## src/rtl/ham_15_11_encoder.sv

```systemverilog
// ham_15_11_encoder: Hamming(15,11) encoder feeding a 2-entry output FIFO with a delivered-word counter.
// Define HAM_ERR_INJECT_EN to add inj_pos, which flips one stored codeword bit for fault injection.
module ham_15_11_encoder (
    input  logic        clk,
    input  logic        reset,
    input  logic [10:0] d,
    input  logic        d_valid,
    output logic        d_ready,
`ifdef HAM_ERR_INJECT_EN
    input  logic [3:0]  inj_pos,
`endif
    output logic [14:0] c,
    output logic        c_valid,
    input  logic        c_ready,
    output logic [15:0] wcount
);
    logic [14:0] mem [0:1];
    logic        wr, rd;
    logic [1:0]  cnt;
    logic [14:0] cw, flip;
    logic        push, pop;
    always_comb begin
        cw = {d[10:4],
              ^{d[4], d[5], d[6], d[7], d[8], d[9], d[10]},
              d[3:1],
              ^{d[1], d[2], d[3], d[7], d[8], d[9], d[10]},
              d[0],
              ^{d[0], d[2], d[3], d[5], d[6], d[9], d[10]},
              ^{d[0], d[1], d[3], d[4], d[6], d[8], d[10]}};
`ifdef HAM_ERR_INJECT_EN
        flip = (inj_pos == 4'd0) ? 15'd0 : 15'd1 << (inj_pos - 4'd1);
`else
        flip = 15'd0;
`endif
    end
    // reset gates d_ready so nothing is offered while the FIFO is held clear
    assign d_ready = ~reset & (cnt != 2'd2);
    assign c_valid = cnt != 2'd0;
    assign c       = mem[rd];
    assign push    = d_valid & d_ready;
    assign pop     = c_valid & c_ready;
    always_ff @(posedge clk or posedge reset) begin
        if (reset) begin
            mem[0] <= 15'd0;
            mem[1] <= 15'd0;
            wr     <= 1'b0;
            rd     <= 1'b0;
            cnt    <= 2'd0;
            wcount <= 16'd0;
        end else begin
            if (push) begin
                mem[wr] <= cw ^ flip;
                wr      <= ~wr;
            end
            if (pop) begin
                rd     <= ~rd;
                wcount <= wcount + 16'd1;
            end
            cnt <= cnt + {1'b0, push} - {1'b0, pop};
        end
    end
endmodule

```

## config.mk

```make
export PLATFORM = sky130hd
export DESIGN_NAME = ham_15_11_encoder
export DESIGN_NICKNAME = d
export VERILOG_FILES = /design/src/rtl/ham_15_11_encoder.sv
export SDC_FILE = /design/constraint.sdc
export NUM_CORES = 1
export LEC_CHECK = 0
export CORE_ASPECT_RATIO = 1.75
export CORE_MARGIN = 2
export CORE_UTILIZATION = 30
export CTS_CLUSTER_DIAMETER = 200
export DETAILED_ROUTE_END_ITERATION = 6
export PLACE_DENSITY = 0.59
export SYNTH_ARGS = -nofsm -noshare
export SYNTH_HDL_FRONTEND = slang
export SYNTH_SLANG_ARGS = --single-unit
```

## constraint.sdc

```tcl
create_clock -name clk -period 5.5 [get_ports clk]
set_clock_uncertainty 0.1 [all_clocks]
set_input_delay 1.65 -clock clk [delete_from_list [all_inputs] [get_ports clk]]
set_output_delay 1.65 -clock clk [all_outputs]
set_load 0.02 [all_outputs]
```

## Yosys cells after proc, flatten, opt, wreduce, memory -nomap -nowiden

Cells that the tools add are included.

| storage, ports and cells | value |
|---|---|
| flip-flop bits (word level) | 50 |
| input bits | 15 |
| logic and storage cells | 33 |

| operators by class | value |
|---|---|
| add/subtract/negate cells | 3 |
| magnitude comparators | 3 |
| eq/ne operators | 1 |
| multiplexer cells | 6 |
| bitwise operators | 8 |
| reduce and logical (&&, ||, !) cells | 6 |

Operator list:

| cell | number |
|---|---|
| $mux W15 | 4 |
| $bwmux W30 | 1 |
| $reduce_xor A7 Y1 | 4 |
| $add A16 B1 Y16 const B | 1 |
| $demux W15 S1 | 1 |
| $ge A2 B2 Y1 const B | 2 |
| $not A1 Y2 | 2 |
| $and A1 B1 Y1 | 3 |
| $not A1 Y1 | 3 |
| $add A2 B1 Y2 | 1 |
| $lt A2 B1 Y1 const B | 1 |
| $ne A2 B2 Y1 const B | 1 |
| $reduce_bool A2 Y1 | 1 |
| $sub A2 B1 Y2 | 1 |
| $logic_and A1 B1 Y1 | 1 |

## Logic depth before layout (Yosys ltp)

| logic depth | value |
|---|---|
| word-level depth | 6 |
| gate-level depth with buffers | 7 |

## Worst setup path before layout

Ideal clock, no wire load.

| timing | value |
|---|---|
| kind | input to output |
| from | input port reset |
| to | output port d_ready |
| arrival | 3113 ps |
| data required time | 3750 ps |
| path slack | 637 ps |
| cell stages on the path | 2 |
| cell sequence | inv_1 -> o21a_1 |

| on the way | value |
|---|---|
| word-level cells in the longest chain between the ends | 2 |

RTL lines:

| element | RTL line | source |
|---|---|---|
| from (decl) | 5 | `input logic reset,` |
| $not A1 Y1 | 37 | `assign d_ready = ~reset & (cnt != 2'd2);` |
| $and A1 B1 Y1 | 37 |  |
| to (decl) | 8 | `output logic d_ready,` |

Every way passes these cells.

## Final worst setup path

Ends and elaborated chain as after synthesis.

==> flow_summary.ini <==
[timing]
final_min_period_over_clock_period_pct = 83.9
timing.final.ws_setup_ps = 886
final.setup.tns_ps = 0
timing.slew.headroom_pct = 51.1
report.final.slew_viol_count = 0
hold_viol_final = 0
max_freq_ghz = 0.217
min_period_ps = 4610
report.final.setup_viol = 0
grt_setup_unrepaired = false
tightestPinTransition_ps = 734

[setup_path]
required_ps = 3750
critical_path_peak_fanout = 2
startpoint_type = input port
worst_ep_arrival_time_ps = 2860
path_class = in2out
critical_path.endpoint_type = primary output

[layout]
flow.area_growth_from_synthesis_pct = 29.9
commonest_non_fill_non_tap_cells_in_the_layout = dfrtp_1, clkdlybuf4s50_1, mux2_2
fillCellCount = 777
diodes = 0
final_net_count = 245
final_layout_size_suffix_gt1_share_pct = 25.4
most_frequent_standard_cell_in_the_layout_excluding_fill_and_tap_cells = dfrtp_1

[drt]
dr.first_iter.drc_count = 86
postRouteWirelength_mm = 4.82
remaining_drc_errors = 0
vias_per_cell = 4.66
drt_pass1_iterations = 2
antenna_left = 0
vias = 1482
detail_route.wl_per_cell_um = 15.2

[placement]
detailed_place_hpwl_mm = 3.29
place_congestion = 0.679
io_buffer_count = 47
placement.setup.worst_slack_ps = 879

[outcome]
run_status = completed

[global_routing]
grt_start_max_net_pins = 52
grt_use_total_pct = 12.0
grt_pass1_vias = 1627
grt_pass1_wl_mm = 8.09
grt_antenna_before_repair = 0
gr-total-overflow = 0

[die]
pin_count = 48
fp.dieArea_sq_um = 8760
placementRows = 43
die-height_um = 122
core_region_area_sq_um = 7860
horizontal_die_dimension_um = 71.6
initial_utilization_pct = 30.6

[power_and_ir_drop]
power_frac_comb_pct = 44.6
power_density_nw_per_um2 = 556
switching_power_mw = 0.586
power.sequential.fraction_pct = 37.4
total_leakage_power_nw = 1.30
power.clock.fraction_pct = 18.0
cellInternalPower_mw = 1.15
peakVddDrop_v = 0.000203
sw_frac_of_total_pct = 33.8

[hold_path]
hold_path_class = reg2reg

[logic_synthesis]
syn_area_per_cell_sq_um = 13.7
syn_nets = 193
syn-instance-count = 175
synth_sequential_area_ratio_pct = 52.1
synth_area_sq_um = 2400
synth_seq_cells = 50
yosysUniqueCellTypes = 28
synthesis.yosys.warnings = 0

[clocking]
worst_skew_pair.late_latency_ps = 290
cts_htree_levels = 2
cts_sinks = 50
cts_buffers = 5
post_cts_resize_count = 0
cts_tree = yes
path_clk_slew_ps = 60
clockBufferDepth = 2
ctsRootBufferMaster = clkbuf_16
post_cts_hold_buffer_count = 0
post_cts_buffers = 0

[job]
max_cap_violations = 0
-- state kept, by name, indices dropped and copies added (netlist names) --
signal,cells
mem,30
wcount,16
rd,1
cnt,2
wr,1
-- through the flow --
step	instance area (sq um)	total power [mW]	util, %	hold slack, ps	std cells
2_1_floorplan	2400	1.13	-	359	175
3_3_place_gp	2970	1.43	37.8	365	310
3_5_place_dp	2970	1.44	37.8	373	310
4_1_cts	3120	1.77	39.7	390	318
5_1_grt	3120	1.84	39.7	406	318
6_report	3120	1.74	39.7	379	318
-- logic make-up after synthesis --
family / synth area share (%)
xor+xnor: 13.5
flops: 52.1
fa+ha+maj: 1.56
compound gates: 1.56
mux: 22.7
buf+inv: 1.93
simple gates: 6.67
-- cells in the mapped netlist (all sizes together) --
| library cell | number | area [sq um] |
|---|---|---|
| and4 | 1 | 8.76 |
| nor3 | 1 | 10.0 |
| clkbuf | 1 | 3.75 |
| or2 | 2 | 12.5 |
| o211ai | 1 | 12.5 |
| ha | 3 | 37.5 |
| nand2 | 8 | 30.0 |
| mux2 | 45 | 544 |
| xor2 | 9 | 78.8 |
| nor2 | 4 | 17.5 |
| dfrtp | 50 | 1250 |
| buf | 3 | 23.8 |
| o21a | 1 | 7.51 |
| inv | 5 | 18.8 |
| nor4 | 1 | 21.3 |
| o2111ai | 1 | 8.76 |
| and3 | 1 | 6.26 |
| xnor2 | 28 | 245 |
| nand3 | 6 | 35.0 |
| nand4 | 3 | 18.8 |
| o21ai | 1 | 8.76 |
-- power groups by stage --
stage	Combinational [mW]	Clock, mW	Sequential (mW)
global route	0.833	0.338	0.673
floorplan	0.509	0	0.626
global placement	0.778	0	0.652
CTS	0.789	0.325	0.653
detailed placement	0.784	0	0.658
finish	0.775	0.312	0.649
-- area by class of cell --
cell class              instances  area (sq um)  share of cell area [%]
flip-flops and latches         50          1250                    40.1
multi-input cells             116          1100                    35.4
repair buffers                 49           485                    15.6
clock buffers                   7           143                    4.57
well taps                      90           113                    3.61
inverters                       5          18.8                   0.602
clock inverters                 1          5.00                   0.160
-- path summary, 6_finish.rpt --
path,start,endpoint,slack (ps),depth (start not counted)
worst max-delay path,reset,d_ready,890,4
worst min-delay path,wcount[15]$_DFFE_PP0P_,wcount[15]$_DFFE_PP0P_,380,1
worst max register to register,cnt[1]$_DFF_PP0_,cnt[1]$_DFF_PP0_,3520,7
worst min register to register,wcount[15]$_DFFE_PP0P_,wcount[15]$_DFFE_PP0P_,380,1
max in group asynchronous,reset,mem[12]$_DFFE_PP0P_,3070,3
min in group asynchronous,reset,wr$_DFFE_PP0P_,1770,3
-- worst max-delay path, cell delays in order --
cell and delay [ps]:
clkdlybuf4s50_1 410, inv_2 60, o21a_1 140, clkdlybuf4s50_1 610
-- per-layer routing --
metal / GRT usage (%) / share of wire (%) / vias up
met5: 0 / 0 / -
met1: 13.5 / 41 / 744
li1: - / - / 700
met2: 21.1 / 52 / 33
met3: 3.53 / 4.7 / 5
met4: 4.60 / 1.6 / 0
Power figures use the tool's default switching activity.
==> edit: new RTL, same flow settings <==
Add a define of `HAM_ERR_INJECT_EN`.
--- a/src/rtl/ham_15_11_encoder.sv
+++ b/src/rtl/ham_15_11_encoder.sv
@@ -1,4 +1,6 @@
 // ham_15_11_encoder: Hamming(15,11) encoder feeding a 2-entry output FIFO with a delivered-word counter.
 // Define HAM_ERR_INJECT_EN to add inj_pos, which flips one stored codeword bit for fault injection.
+`define HAM_ERR_INJECT_EN
+
 module ham_15_11_encoder (
     input  logic        clk,
Ports: changed (added inj_pos); port bits go from 48 to 52. No check against the original RTL was run, so the function may have changed too.
==> edit against the unedited design <==
Sequential power fell by 1%. Area after synthesis rose by 9.6%. Clock power rose by 14%. Setup slack got worse by 0.097 ns. Power rose by 2.0%. Sequential cell count did not move. Hold slack got worse by 0.0083 ns. Design area rose by 9.7%. Wire length rose by 10%.
==> edit: results (changes against the unedited design) <==
[metrics] half-perimeter wire length after placement: 3950 um (was 3290 um)
[metrics] iteration count of the initial detailed-routing pass: 4 (was 2)
[metrics] endpoint of the most critical register-to-register path: mem[3] (was cnt[1])
[metrics] drt wl/cell: 13.3 um (was 15.2 um)
[metrics] cell leakage power: 1.40 nW (was 1.30 nW)
[metrics] net count after synthesis: 256 (was 193)
[metrics] vias in the first global route: 1,842 (was 1,627)
[metrics] largest fanout on the critical path: 3 (was 2)
[metrics] Largest regs: mem (30), wcount (16), cnt (2) (unchanged)
[metrics] nets: 305 (was 245)
[metrics] share of layout cells above drive strength 1: 0.155 (was 0.254)
[metrics] portion of the post-synthesis area used by sequential elements: 0.476 (was 0.521)
[metrics] PortBufs: 51 (was 47)
[metrics] maximum number of pins on one net before global-route repair: 51 (was 52)
[metrics] pin slew with the least headroom to its limit: 1.07 ns (was 0.734 ns)
[metrics] fill cell count: 861 (was 777)
[metrics] initial DRC count: 68 (was 86)
[metrics] Sw Pwr: 0.626 mW (was 0.586 mW)
[metrics] length in cells of the worst reg-to-reg path: 3 (was 7)
[metrics] status: finished clean (unchanged)
[metrics] post-detailed-route via-to-cell ratio: 4.63 (was 4.66)
[metrics] VDD IR-drop max: 218 uV (was 203 uV)
[metrics] final RePlAce weighted congestion: 0.781 (was 0.679)
[metrics] H-tree levels: 2 (unchanged)
[metrics] endpoint arrival time on the critical path: 2.96 ns (was 2.86 ns)
[metrics] global router's overall resource usage: 0.125 (was 0.120)
[metrics] top cells by area, synth: sky130_fd_sc_hd__dfrtp_1 (48%), sky130_fd_sc_hd__xnor2_1 (11%), sky130_fd_sc_hd__mux2_2 (9.8%) (was sky130_fd_sc_hd__dfrtp_1 (52%), sky130_fd_sc_hd__mux2_2 (14%), sky130_fd_sc_hd__xnor2_1 (10%))
[metrics] CP max stage delay: 0.63 ns (was 0.61 ns)
## edit: through the flow
stage          setup slack, ns  instance area, um2  hold slack [ns]  power [mW]  instances
2_1_floorplan             1.65                2630            0.344        1.12        234
3_3_place_gp             0.811                3250            0.356        1.42        393
3_5_place_dp             0.792                3250            0.364        1.44        393
4_1_cts                  0.793                3420            0.378        1.81        401
5_1_grt                  0.718                3420            0.413        1.89        401
6_report                 0.790                3420            0.371        1.77        401
## edit: how the worst min path moves through the flow
stage | endpoint | slack, ns | depth (start not counted)
CTS | wcount[15] | 0.38 | 1
detailed placement | mem[2] | 0.36 | 2
finish | wcount[15] | 0.37 | 1
global placement | mem[10] | 0.36 | 2
global route | mem[10] | 0.41 | 2
floorplan | mem[10] | 0.34 | 2
## edit: area by class of cell
cell class | instances | area (um2) | share of cell area
Multi-Input combinational cell | 166 | 1300 | 0.380
Inverter | 7 | 26.3 | 0.00768
Clock buffer | 5 | 125 | 0.0366
Sequential cell | 50 | 1250 | 0.366
Clock inverter | 3 | 47.5 | 0.0139
Timing Repair Buffer | 53 | 526 | 0.154
Tap cell | 117 | 146 | 0.0428
## edit: power by group through the flow
stage | clock [mW] | combinational, mW | sequential (mW)
after floorplan | 0 | 0.500 | 0.619
after global placement | 0 | 0.781 | 0.643
after detailed placement | 0 | 0.789 | 0.652
after CTS | 0.369 | 0.792 | 0.645
after global routing | 0.379 | 0.844 | 0.668
final | 0.355 | 0.776 | 0.640
## edit: worst register-to-register path: stages, from the launching register on
cell and delay [ns]:
sky130_fd_sc_hd__dfrtp_1 0.50, sky130_fd_sc_hd__inv_1 0.09, sky130_fd_sc_hd__o2111ai_2 0.87, sky130_fd_sc_hd__mux2_2 0.42
## edit: cells by family after synthesis
kind of cell	after synthesis	synth area share
AND/OR/NAND/NOR	66	0.137
flip-flops	50	0.476
XOR/XNOR	48	0.181
AO/OA/AOI/OAI	26	0.0632
multiplexers	23	0.0984
buffers and inverters	18	0.0309
adder cells (fa/ha/maj)	3	0.0143
## edit: routing by layer
layer / global-route usage / up-vias / wire, um
li1: - / 897 / -
met1: 0.155 / 903 / 2210
met2: 0.207 / 49 / 2780
met3: 0.0197 / 7 / 214
met4: 0.0567 / 0 / 125
met5: 0 / - / 0
